$ cat src/rtl/fetch_unit_if.sv
// rtl/fetch_unit_if.sv - fetch unit bus: imem port, redirect, and decode handshake
interface fetch_unit_if;
    logic       en;
    logic [7:0] imem_addr;
    logic [7:0] imem_instr;
    logic       branch_valid;
    logic [7:0] branch_target;
    logic [7:0] instr_out;
    logic [7:0] pc_out;
    logic       instr_valid;
    logic       instr_ready;
    logic       halted;

    modport master (
        input  en, imem_instr, branch_valid, branch_target, instr_ready,
        output imem_addr, instr_out, pc_out, instr_valid, halted
    );

    modport slave (
        output en, imem_instr, branch_valid, branch_target, instr_ready,
        input  imem_addr, instr_out, pc_out, instr_valid, halted
    );
endinterface

$ cat src/rtl/fetch_unit.sv
// rtl/fetch_unit.sv - single-slot instruction fetch with redirect, halt and decode backpressure
module fetch_unit #(
    parameter logic [7:0] RESET_PC   = 8'h00,
    parameter logic [7:0] HALT_INSTR = 8'hFF
) (
    input  logic          clk,
    input  logic          rst,
    fetch_unit_if.master  bus
);
    typedef enum logic [1:0] {IDLE, RUN, HALTED} state_t;

    state_t     state, state_nxt;
    logic [7:0] pc, pc_nxt;
    logic [7:0] instr_q, instr_nxt;
    logic [7:0] pcq, pcq_nxt;
    logic       valid, valid_nxt;
    logic       transfer, slot_free;

    assign transfer  = valid & bus.instr_ready;
    assign slot_free = ~valid | transfer;

    always_ff @(posedge clk or posedge rst) begin
        if (rst) begin
            state   <= IDLE;
            pc      <= RESET_PC;
            instr_q <= 8'h00;
            pcq     <= 8'h00;
            valid   <= 1'b0;
        end else begin
            state   <= state_nxt;
            pc      <= pc_nxt;
            instr_q <= instr_nxt;
            pcq     <= pcq_nxt;
            valid   <= valid_nxt;
        end
    end

    always_comb begin
        state_nxt = state;
        pc_nxt    = pc;
        instr_nxt = instr_q;
        pcq_nxt   = pcq;
        valid_nxt = valid;
        // A redirect flushes the slot even if decode is accepting this cycle.
        if (bus.branch_valid) begin
            pc_nxt    = bus.branch_target;
            valid_nxt = 1'b0;
            state_nxt = bus.en ? RUN : IDLE;
        end else begin
            case (state)
                IDLE: begin
                    if (transfer) valid_nxt = 1'b0;
                    if (bus.en)   state_nxt = RUN;
                end
                RUN: begin
                    if (slot_free) begin
                        if (bus.en) begin
                            instr_nxt = bus.imem_instr;
                            pcq_nxt   = pc;
                            valid_nxt = 1'b1;
                            // Halt parks the PC on the halt instruction itself.
                            if (bus.imem_instr == HALT_INSTR) state_nxt = HALTED;
                            else                              pc_nxt    = pc + 8'd1;
                        end else begin
                            valid_nxt = 1'b0;
                            state_nxt = IDLE;
                        end
                    end
                end
                HALTED: begin
                    if (transfer) valid_nxt = 1'b0;
                end
                default: state_nxt = IDLE;
            endcase
        end
    end

    assign bus.imem_addr   = pc;
    assign bus.instr_out   = instr_q;
    assign bus.pc_out      = pcq;
    assign bus.instr_valid = valid;
    assign bus.halted      = (state == HALTED);
endmodule

$ cat src/flat_wrapper.sv
// flat-port wrapper written by rule: the top's interface ports become plain ports
module fetch_unit_flat 
#(
    parameter logic [7:0] RESET_PC   = 8'h00,
    parameter logic [7:0] HALT_INSTR = 8'hFF
)
  (clk, rst, bus_en, bus_imem_instr, bus_branch_valid, bus_branch_target, bus_instr_ready, bus_imem_addr, bus_instr_out, bus_pc_out, bus_instr_valid, bus_halted);
  fetch_unit_if bus_i ();
  input  logic clk;
  input  logic rst;
  input wire logic [$bits(bus_i.en)-1:0] bus_en;
  input wire logic [$bits(bus_i.imem_instr)-1:0] bus_imem_instr;
  input wire logic [$bits(bus_i.branch_valid)-1:0] bus_branch_valid;
  input wire logic [$bits(bus_i.branch_target)-1:0] bus_branch_target;
  input wire logic [$bits(bus_i.instr_ready)-1:0] bus_instr_ready;
  output wire logic [$bits(bus_i.imem_addr)-1:0] bus_imem_addr;
  output wire logic [$bits(bus_i.instr_out)-1:0] bus_instr_out;
  output wire logic [$bits(bus_i.pc_out)-1:0] bus_pc_out;
  output wire logic [$bits(bus_i.instr_valid)-1:0] bus_instr_valid;
  output wire logic [$bits(bus_i.halted)-1:0] bus_halted;
  assign bus_i.en = bus_en;
  assign bus_i.imem_instr = bus_imem_instr;
  assign bus_i.branch_valid = bus_branch_valid;
  assign bus_i.branch_target = bus_branch_target;
  assign bus_i.instr_ready = bus_instr_ready;
  assign bus_imem_addr = bus_i.imem_addr;
  assign bus_instr_out = bus_i.instr_out;
  assign bus_pc_out = bus_i.pc_out;
  assign bus_instr_valid = bus_i.instr_valid;
  assign bus_halted = bus_i.halted;
  fetch_unit #(.RESET_PC(RESET_PC), .HALT_INSTR(HALT_INSTR)) u_core (.clk(clk), .rst(rst), .bus(bus_i));
endmodule
$ cat config.mk
export PLATFORM = sky130hd
export DESIGN_NAME = fetch_unit_flat
export DESIGN_NICKNAME = d
export VERILOG_FILES = /design/src/rtl/fetch_unit_if.sv /design/src/rtl/fetch_unit.sv /design/src/flat_wrapper.sv
export SDC_FILE = /design/constraint.sdc
export NUM_CORES = 1
export LEC_CHECK = 0
export BUFFER_PORTS_ARGS = -buffer_cell sky130_fd_sc_hd__clkbuf_2
export CORE_MARGIN = 4
export CORE_UTILIZATION = 46
export CTS_BUF_LIST = sky130_fd_sc_hd__clkbuf_8
export DETAILED_ROUTE_END_ITERATION = 12
export HOLD_SLACK_MARGIN = 0.03
export PLACE_DENSITY = 0.83
export SLEW_MARGIN = 30
export SYNTH_ARGS = -nofsm -noshare
export SYNTH_HDL_FRONTEND = slang
export SYNTH_SLANG_ARGS = --single-unit
$ cat constraint.sdc
create_clock -name clk -period 1.4 [get_ports clk]
set_clock_uncertainty 0.15 [all_clocks]
set_input_delay 0.28 -clock clk [delete_from_list [all_inputs] [get_ports clk]]
set_output_delay 0.28 -clock clk [all_outputs]
set_load 0.05 [all_outputs]
==> results.json, run 1 <==
{
  "syn_avg_cell_area_sq_um": 12.35,
  "cts.sinks": 27,
  "register_area_sq_um": 685.7,
  "pwr-share-clk": 0.168,
  "layout-drive-gt1-share": 0.6684,
  "peakVddDrop_mv": 1.218,
  "synth_area_sq_um": 1321,
  "grt-ovfl-total": 0,
  "n_fill_cell": 151,
  "drt_wl_total_um": 4032,
  "numPortBuffers": 46,
  "grt_pass1_vias": 1266,
  "power.leakage_uw": 0.001069,
  "grt_usage": 0.2084,
  "worstPathMaxFanout": 3,
  "synth_top_area_share": 0.5114,
  "worstPathArrival_ps": 1710,
  "clk_latency_ps": 280,
  "r2r_cells": 6,
  "synthArstFlopShare": 1.000,
  "internal-power_uw": 1618,
  "power_switching_uw": 1119,
  "synth_area_leader_cell": "dfrtp_1",
  "grt_max_degree": 19,
  "die_area_sq_um": 3794,
  "antenna_left": 0,
  "avgViaCountPerCell": 5.552,
  "synth_seq_cells": 27,
  "pin_count": 47,
  "violations": "setup timing",
  "wire_per_inst_um": 18.24,
  "max_freq_mhz": 599.0,
  "cts_max_path_buffers": 2,
  "syn_nets": 129,
  "startpoint_type": "flop",
  "routed-via-count": 1227,
  "final_area_sq_um": 2202,
  "first_pass_iters": 4,
  "post_dp_cell_area_sq_um": 1739,
  "use_met2": 0.3827,
  "grt.busiest_layer": "met2",
  "synth_commonest_cells": "dfrtp_1 (27), a311oi_1 (9), mux2_4 (8), nor2b_1 (8), mux2_2 (7)",
  "seqPwrFrac": 0.374,
  "grtUsageMet1": 0.2362,
  "yosys_warnings": 0,
  "netSwitchingFraction": 0.4088,
  "drc": 0,
  "syn_to_final_growth_pct": 66.67,
  "status": "complete, but fails checks",
  "cellPowerDensity_nw_per_um2": 1243,
  "synthTopCellsByArea": "dfrtp_1 (51%), mux2_4 (9.1%), a311oi_1 (6.0%), mux2_2 (6.0%), nor2b_1 (3.8%)",
  "die_w_um": 61.60,
  "relSlewSlack": 0.7064,
  "cts_root_buffer": "clkbuf_8",
  "hold_depth": 3,
  "place_congestion": 0.8300,
  "setup_ws_ps": -269.5,
  "ys_types": 28,
  "cts_inserted_buffers": 3,
  "rsz0062_at_grt": "yes",
  "cp-end-kind": "flop",
  "cp.required_ps": 1440,
  "num_rows": 19,
  "grt_pass1_wl_um": 5789,
  "min_path_type": "in2reg",
  "antenna_found_initial": 0,
  "cts_tree": "done",
  "synth-edff-count": 0,
  "hold_viol_final": 0,
  "use_met3": 0.03354,
  "fp.coreArea_sq_um": 2758,
  "netlist_instances": 107,
  "multi_input_area_sq_um": 684.4,
  "htree_levels": 1,
  "diodes": 0,
  "path_class": "reg2reg",
  "die_h_um": 61.60,
  "finalSetupViolations": 32,
  "seq_area_frac_synth": 0.5114,
  "tns_ps": -5732,
  "dp_hpwl_um": 2386,
  "tightest_slew_ps": 438.8,
  "combPwrFrac": 0.458,
  "clk_pin_slew_ps": 100,
  "drt_iter0_markers": 64,
  "layout.nets": 213,
  "fin_crit_sh": 1.193,
  "period_minus_slack_ps": 1670,
  "yosysMostFrequentCell": "dfrtp_1",
  "synth_top_flop_cell": "dfrtp_1",
  "report.final.slew_viol_count": 0,
  "max-cap-violations": 0,
  "start_util": 0.4791
}
## final timing paths
path	start	endpoint	slack, ps
max in group asynchronous	rst	u_core.bus.imem_addr[3]	460
min reg2reg	u_core.bus.pc_out[1]	u_core.bus.pc_out[1]	360
max reg2reg	u_core.state[1]	u_core.bus.imem_addr[5]	-270
min	bus_branch_target[0]	u_core.bus.imem_addr[0]	60
max	u_core.state[1]	u_core.bus.imem_addr[5]	-270
min in group asynchronous	rst	u_core.bus.imem_addr[0]	380
## per-stage QoR
stage / cells / util / setup slack (ps) / hold WS (ps) / power [uW]
floorplan: 107 / - / -196.6 / 182.2 / 1767
global placement: 197 / 0.6307 / -113.0 / 122.3 / 2030
detailed placement: 197 / 0.6307 / -249.7 / 118.0 / 2058
CTS: 210 / 0.7368 / -147.1 / 60.97 / 2641
global route: 221 / 0.7985 / -319.7 / 67.01 / 2844
finish: 221 / 0.7985 / -269.5 / 56.53 / 2737
## area by class of cell
class,instances,share of cell area
Timing Repair Buffer,84,0.3358
Inverter,2,0.003409
Clock buffer,3,0.01875
Multi-Input combinational cell,73,0.3108
Sequential cell,27,0.3114
Tap cell,31,0.01761
Clock inverter,1,0.002273
## worst max-delay path, stage by stage (launching register included)
cell and delay [ps]:
dfrtp_1 430, nor2b_4 160, buf_6 120, and3_4 220
buf_6 110, a311oi_2 100, a311oi_2 280
## cells by family after synthesis
logic type / count (synthesis) / share of synthesized area
and+or+nand+nor: 37 / 0.1847
muxes: 15 / 0.1506
AOI/OAI and AO/OA: 20 / 0.1117
DFF: 27 / 0.5114
buffers and inverters: 7 / 0.03220
adders and majority gates: 1 / 0.009468
## layout by cell type (no fill, tap or decap), types with 2 or more instances in the layout
cell type / instances
dfrtp_1: 19
and2_1: 2
clkbuf_8: 3
and3_1: 5
clkbuf_4: 2
buf_6: 13
mux2_4: 8
nor2b_1: 7
dfrtp_2: 8
clkbuf_16: 6
a21oi_1: 2
clkbuf_2: 32
a311oi_2: 5
mux2_2: 7
a311oi_1: 4
o21ai_0: 3
buf_8: 2
buf_2: 3
nand2_1: 3
buf_12: 2
buf_4: 23
nor2_1: 3
inv_1: 2
nand3_1: 2
nand4_1: 3
## metal layers
layer,vias up,share of wire,wire (um)
met5,-,0,0
met4,0,0.016,64
li1,572,-,-
met3,6,0.051,206
met2,39,0.52,2095
met1,610,0.41,1665
## flip-flops by register name, indices dropped and copies added, names as in the netlist
register,flops
u_core.bus.imem_addr,8
u_core.bus.instr_out,8
u_core.bus.instr_valid,1
u_core.bus.pc_out,8
u_core.state,2
## timing repair
action / 4_1_cts / 5_1_grt
gates resized for setup: 33 / 27
cloned: 0 / 0
setup endpoints to repair: 31 / 38
setup buffers: 8 / 11
hold buffers: 1 / 0
endpoints found under the hold margin: 27 / 0
pin swaps: 5 / 7
## power by group through the flow
stage	Sequential [uW]	Combinational (uW)	Clock, uW
after floorplan	1510	254	0
after global placement	1010	1020	0
after detailed placement	1030	1030	0
after CTS	1010	1170	454
after global routing	1040	1310	496
final	1020	1250	461
Note: power is estimated with default switching activity, not from simulation.
==> inputs of run 2 (changes only) <==
--- a/config.mk
+++ b/config.mk
@@ -11,7 +11,8 @@
 export CTS_BUF_LIST = sky130_fd_sc_hd__clkbuf_8
 export DETAILED_ROUTE_END_ITERATION = 12
 export HOLD_SLACK_MARGIN = 0.03
-export PLACE_DENSITY = 0.83
+export PLACE_DENSITY_LB_ADDON = 0.2
+export SKIP_LAST_GASP = 1
 export SLEW_MARGIN = 30
 export SYNTH_ARGS = -nofsm -noshare
 export SYNTH_HDL_FRONTEND = slang
==> run 2 against run 1 <==
The run still ends with setup timing left. Sequential cell count did not move. Clock power fell by 2%. Cell count fell by 5.0%. Power fell by 4.2%. Final area fell by 6.9%. Hold slack improved by 4.6 ps. Critical path depth fell by 2. Register-to-register slack improved by 120 ps. Maximum frequency rose by 7.5%. Clock-buffer cell count did not move. Sequential share of layout area rose by 2.3 points. Sequential power barely moved. Critical path type unchanged.
==> results.json, run 2 (synthesis results as in run 1) <==
{
  "dp_hpwl_um": 2123,
  "status": "complete, but fails checks",
  "fp.coreArea_sq_um": 2758,
  "path_class": "reg2reg",
  "clk_latency_ps": 280,
  "rrSetupSlack_ps": -150,
  "antenna_left": 0,
  "htree_levels": 1,
  "netSwitchingFraction": 0.4040,
  "grt_pass1_vias": 1158,
  "finalSetupViolations": 30,
  "cts.sinks": 27,
  "seqPwrFrac": 0.386,
  "layout.nets": 202,
  "numPortBuffers": 46,
  "hold_viol_final": 0,
  "relSlewSlack": 0.7638,
  "cts_tree": "done",
  "cts_root_buffer": "clkbuf_8",
  "avgViaCountPerCell": 5.429,
  "worstPathMaxFanout": 8,
  "worstPathArrival_ps": 1580,
  "grt.busiest_layer": "met2",
  "clk_pin_slew_ps": 100,
  "power.leakage_uw": 0.0009982,
  "rsz0062_at_grt": "yes",
  "fin_crit_sh": 1.110,
  "grtUsageMet1": 0.2438,
  "grt-ovfl-total": 0,
  "period_minus_slack_ps": 1553,
  "cp-end-kind": "flop",
  "grt_max_degree": 28,
  "cellPowerDensity_nw_per_um2": 1278,
  "first_pass_iters": 6,
  "antenna_found_initial": 0,
  "use_met3": 0.02725,
  "diodes": 0,
  "cts_max_path_buffers": 2,
  "die_h_um": 61.60,
  "power_switching_uw": 1059,
  "die_w_um": 61.60,
  "drt_iter0_markers": 31,
  "place_congestion": 0.7970,
  "r2r-start": "u_core.state[1]",
  "num_rows": 19,
  "grt_pass1_wl_um": 5264,
  "report.final.slew_viol_count": 0,
  "layout-drive-gt1-share": 0.6201,
  "combPwrFrac": 0.442,
  "die_area_sq_um": 3794,
  "cp.required_ps": 1430,
  "max_freq_mhz": 643.8,
  "pin_count": 47,
  "min_path_type": "in2reg",
  "final_cell_mix": "clkbuf_2 (36), dfrtp_1 (19), buf_4 (18)",
  "startpoint_type": "flop",
  "cp-startpoint": "u_core.state[1]",
  "tightest_slew_ps": 354.3,
  "peakVddDrop_mv": 1.149,
  "grt_usage": 0.1911,
  "violations": "setup timing",
  "max-cap-violations": 0,
  "drc": 0,
  "place_worst_setup_slack_ps": -163.9,
  "pwr-share-clk": 0.172,
  "setup_ws_ps": -153.3,
  "routed-via-count": 1140,
  "start_util": 0.4791,
  "hp-start": "bus_branch_target[0]",
  "use_met2": 0.3094,
  "wire_per_inst_um": 15.89,
  "drt_wl_total_um": 3337,
  "final_common_cell": "clkbuf_2",
  "cts_inserted_buffers": 3,
  "internal-power_uw": 1562,
  "final_core_util": 0.7436,
  "syn_to_final_growth_pct": 55.21
}
run 2: power groups by stage:
stage	Sequential [uW]	Clock, uW	Combinational (uW)
after global placement	1010	0	1010
after detailed placement	1020	0	1010
after floorplan	1510	0	254
after CTS	1010	464	1130
final	1010	450	1160
after global routing	1030	496	1220
run 2: critical path: stages (launching register included):
cell      delay [ps]
dfrtp_1          430
nor2b_4          210
and3_4           290
a311oi_1         120
a311oi_1         250
run 2: cell type report:
class	count	area [sq um]
flip-flops and latches	27	685.7
inverters	2	7.507
repair buffers	73	615.6
well taps	31	38.79
clock buffers	3	41.29
multi-input cells	73	656.9
clock inverters	1	5.005
fillers	195	706.9
run 2: what timing repair did:
item,4_1_cts,5_1_grt
endpoints found under the hold margin,27,0
hold buffers,1,0
setup buffers,7,5
resized for setup,31,9
pin swaps,0,4
setup endpoints to repair,30,35
run 2: per-stage QoR:
stage | cells | TNS, ps | power, uW | hold slack, ps | area (sq um)
4_1_cts | 205 | -2491 | 2608 | 60.88 | 1986
3_5_place_dp | 193 | -2168 | 2034 | 194.5 | 1709
2_1_floorplan | 107 | -2233 | 1767 | 182.2 | 1361
3_3_place_gp | 193 | -1508 | 2021 | 190.3 | 1709
5_1_grt | 210 | -4708 | 2748 | 80.14 | 2051
6_report | 210 | -2873 | 2621 | 61.11 | 2051
run 2: layer usage:
metal  routed length [um]  vias to the layer above
met5                    0                        -
met1                 1416                      561
li1                     -                      542
met2                 1658                       31
met3                  176                        6
met4                   85                        0
run 2: final timing paths:
kind,cells past startpoint,end
max,4,u_core.bus.imem_addr[3]
min,3,u_core.bus.imem_addr[0]
max reg2reg,4,u_core.bus.imem_addr[3]
min reg2reg,2,u_core.bus.pc_out[4]
max in group asynchronous,4,u_core.bus.instr_valid
min in group asynchronous,4,u_core.bus.imem_addr[0]
==> inputs of run 3 (changes only) <==
--- a/config.mk
+++ b/config.mk
@@ -7,7 +7,7 @@
 export LEC_CHECK = 0
 export BUFFER_PORTS_ARGS = -buffer_cell sky130_fd_sc_hd__clkbuf_2
 export CORE_MARGIN = 4
-export CORE_UTILIZATION = 46
+export CORE_UTILIZATION = 35
 export CTS_BUF_LIST = sky130_fd_sc_hd__clkbuf_8
 export DETAILED_ROUTE_END_ITERATION = 12
 export HOLD_SLACK_MARGIN = 0.03
==> run 3 against run 2 <==
The flow still finishes with violations (setup timing). Register-to-register slack hardly changed. Global-route usage is 3.9 points lower. Worst setup slack worse by 7.1 ps. Clock power hardly changed. Combinational power hardly changed. Sequential share of layout area is 1.2 points lower. Maximum frequency is 0.45% lower. Critical path type unchanged.
==> results.json, run 3 (synthesis results as in run 1) <==
{
  "period_minus_slack_ps": 1560,
  "clk_latency_ps": 280,
  "htree_levels": 1,
  "status": "complete, but fails checks",
  "max_freq_mhz": 640.8,
  "die_area_sq_um": 4822,
  "numPortBuffers": 46,
  "die_w_um": 69.44,
  "startpoint_type": "flop",
  "hold_viol_final": 0,
  "grt-ovfl-total": 0,
  "cp.required_ps": 1410,
  "grt_pass1_wl_um": 6030,
  "slowest_stage": "dfrtp_1",
  "grt_usage": 0.1524,
  "cts.sinks": 27,
  "worstPathArrival_ps": 1570,
  "multi_input_area_sq_um": 669.4,
  "setup_ws_ps": -160.4,
  "drc": 0,
  "final_cell_mix": "clkbuf_2 (36), dfrtp_1 (20), buf_4 (18), buf_6 (11)",
  "routed-via-count": 1189,
  "die_h_um": 69.44,
  "worstPathMaxFanout": 11,
  "report.final.slew_viol_count": 0,
  "tightest_slew_ps": 357.8,
  "max-cap-violations": 0,
  "num_rows": 22,
  "min_path_type": "in2reg",
  "drt_iter0_markers": 42,
  "grt_pass1_vias": 1298,
  "antenna_found_initial": 0,
  "final_core_util": 0.5796,
  "antenna_left": 0,
  "layout.nets": 205,
  "final_area_sq_um": 2122,
  "path_cells": "nor2b_4, nand4b_4, buf_12, mux2_4",
  "first_pass_iters": 4,
  "fp.coreArea_sq_um": 3661,
  "register_area_sq_um": 684.4,
  "fin_cells": 230,
  "placed_cells": 216,
  "place_worst_setup_slack_ps": -125.9,
  "power.leakage_uw": 0.001007,
  "drt_wl_total_um": 3539,
  "place_congestion": 0.7422,
  "pin_count": 47,
  "cts_root_buffer": "clkbuf_8",
  "clk_pin_slew_ps": 100,
  "dp_hpwl_um": 2447,
  "post_dp_cell_area_sq_um": 1790,
  "relSlewSlack": 0.7612,
  "cts_max_path_buffers": 2,
  "cp-end-kind": "flop",
  "diodes": 0,
  "path_class": "reg2reg",
  "final_common_cell": "clkbuf_2",
  "grt_max_degree": 17,
  "start_util": 0.3609,
  "violations": "setup timing",
  "peakVddDrop_mv": 0.4910,
  "n_fill_cell": 314,
  "slowest_delay_ps": 430,
  "tns_ps": -2830,
  "layout-drive-gt1-share": 0.6319,
  "syn_to_final_growth_pct": 60.61,
  "wire_per_inst_um": 15.39,
  "avgViaCountPerCell": 5.170,
  "cts_inserted_buffers": 3,
  "cellPowerDensity_nw_per_um2": 1251,
  "fin_crit_sh": 1.115,
  "rsz0062_at_grt": "yes",
  "finalSetupViolations": 29,
  "cts_tree": "done"
}
## run 3: changes by cell type in the layout (fill, tap and decap cells not counted), moves of 2 or more
cell / delta
buf_6: +3
and3_1: -2
and3_4: +2
o21ai_0: -2
## run 3: final timing paths
check / slack, ps / depth (start not counted) / endpoint / from
worst max-delay path: -160 / 4 / u_core.bus.instr_out[0] / u_core.state[1]
worst min-delay path: 70 / 3 / u_core.bus.imem_addr[0] / bus_branch_target[0]
worst max register to register: -160 / 4 / u_core.bus.instr_out[0] / u_core.state[1]
worst min register to register: 360 / 2 / u_core.bus.pc_out[4] / u_core.bus.pc_out[4]
max in group asynchronous: 260 / 4 / u_core.bus.pc_out[6] / rst
min in group asynchronous: 330 / 3 / u_core.bus.pc_out[0] / rst
## run 3: what timing repair did
item / 4_1_cts / 5_1_grt
resized for setup: 37 / 7
hold buffers: 1 / 0
endpoints found under the hold margin: 7 / 0
setup buffers: 6 / 3
pin swaps: 4 / 3
setup endpoints to repair: 32 / 34
## run 3: layer usage
metal  vias to the layer above  track usage  part of all wire
li1                        548            -                 -
met1                       582       0.1843              0.43
met2                        44       0.2574              0.47
met3                        15      0.04058             0.067
met4                         0      0.05857             0.033
met5                         -            0                 0
## run 3: worst max-delay path: cells and delay by family (launching register included)
family,cells,cell delay (ps)
flip-flops,1,430
buffers and inverters,1,200
multiplexers,1,290
AND/OR/NAND/NOR,2,370
## run 3: report_power, final
group	total [uW]	internal, uW	switching (uW)
Sequential	1010	921	92.1
Clock	450	200	250
Combinational	1190	458	733
Total	2650	1580	1070
## run 3: stage by stage
stage	hold slack, ps	total power (uW)
5_1_grt	75.36	2778
3_5_place_dp	103.1	2059
6_report	65.84	2654
3_3_place_gp	92.73	2044
4_1_cts	68.87	2639
2_1_floorplan	182.2	1767
## run 3: layout make-up
type | instances | area share
flip-flops and latches | 27 | 0.3225
clock buffers | 3 | 0.01946
well taps | 48 | 0.02830
repair buffers | 76 | 0.3084
multi-input cells | 73 | 0.3154
inverters | 2 | 0.003538
clock inverters | 1 | 0.002358
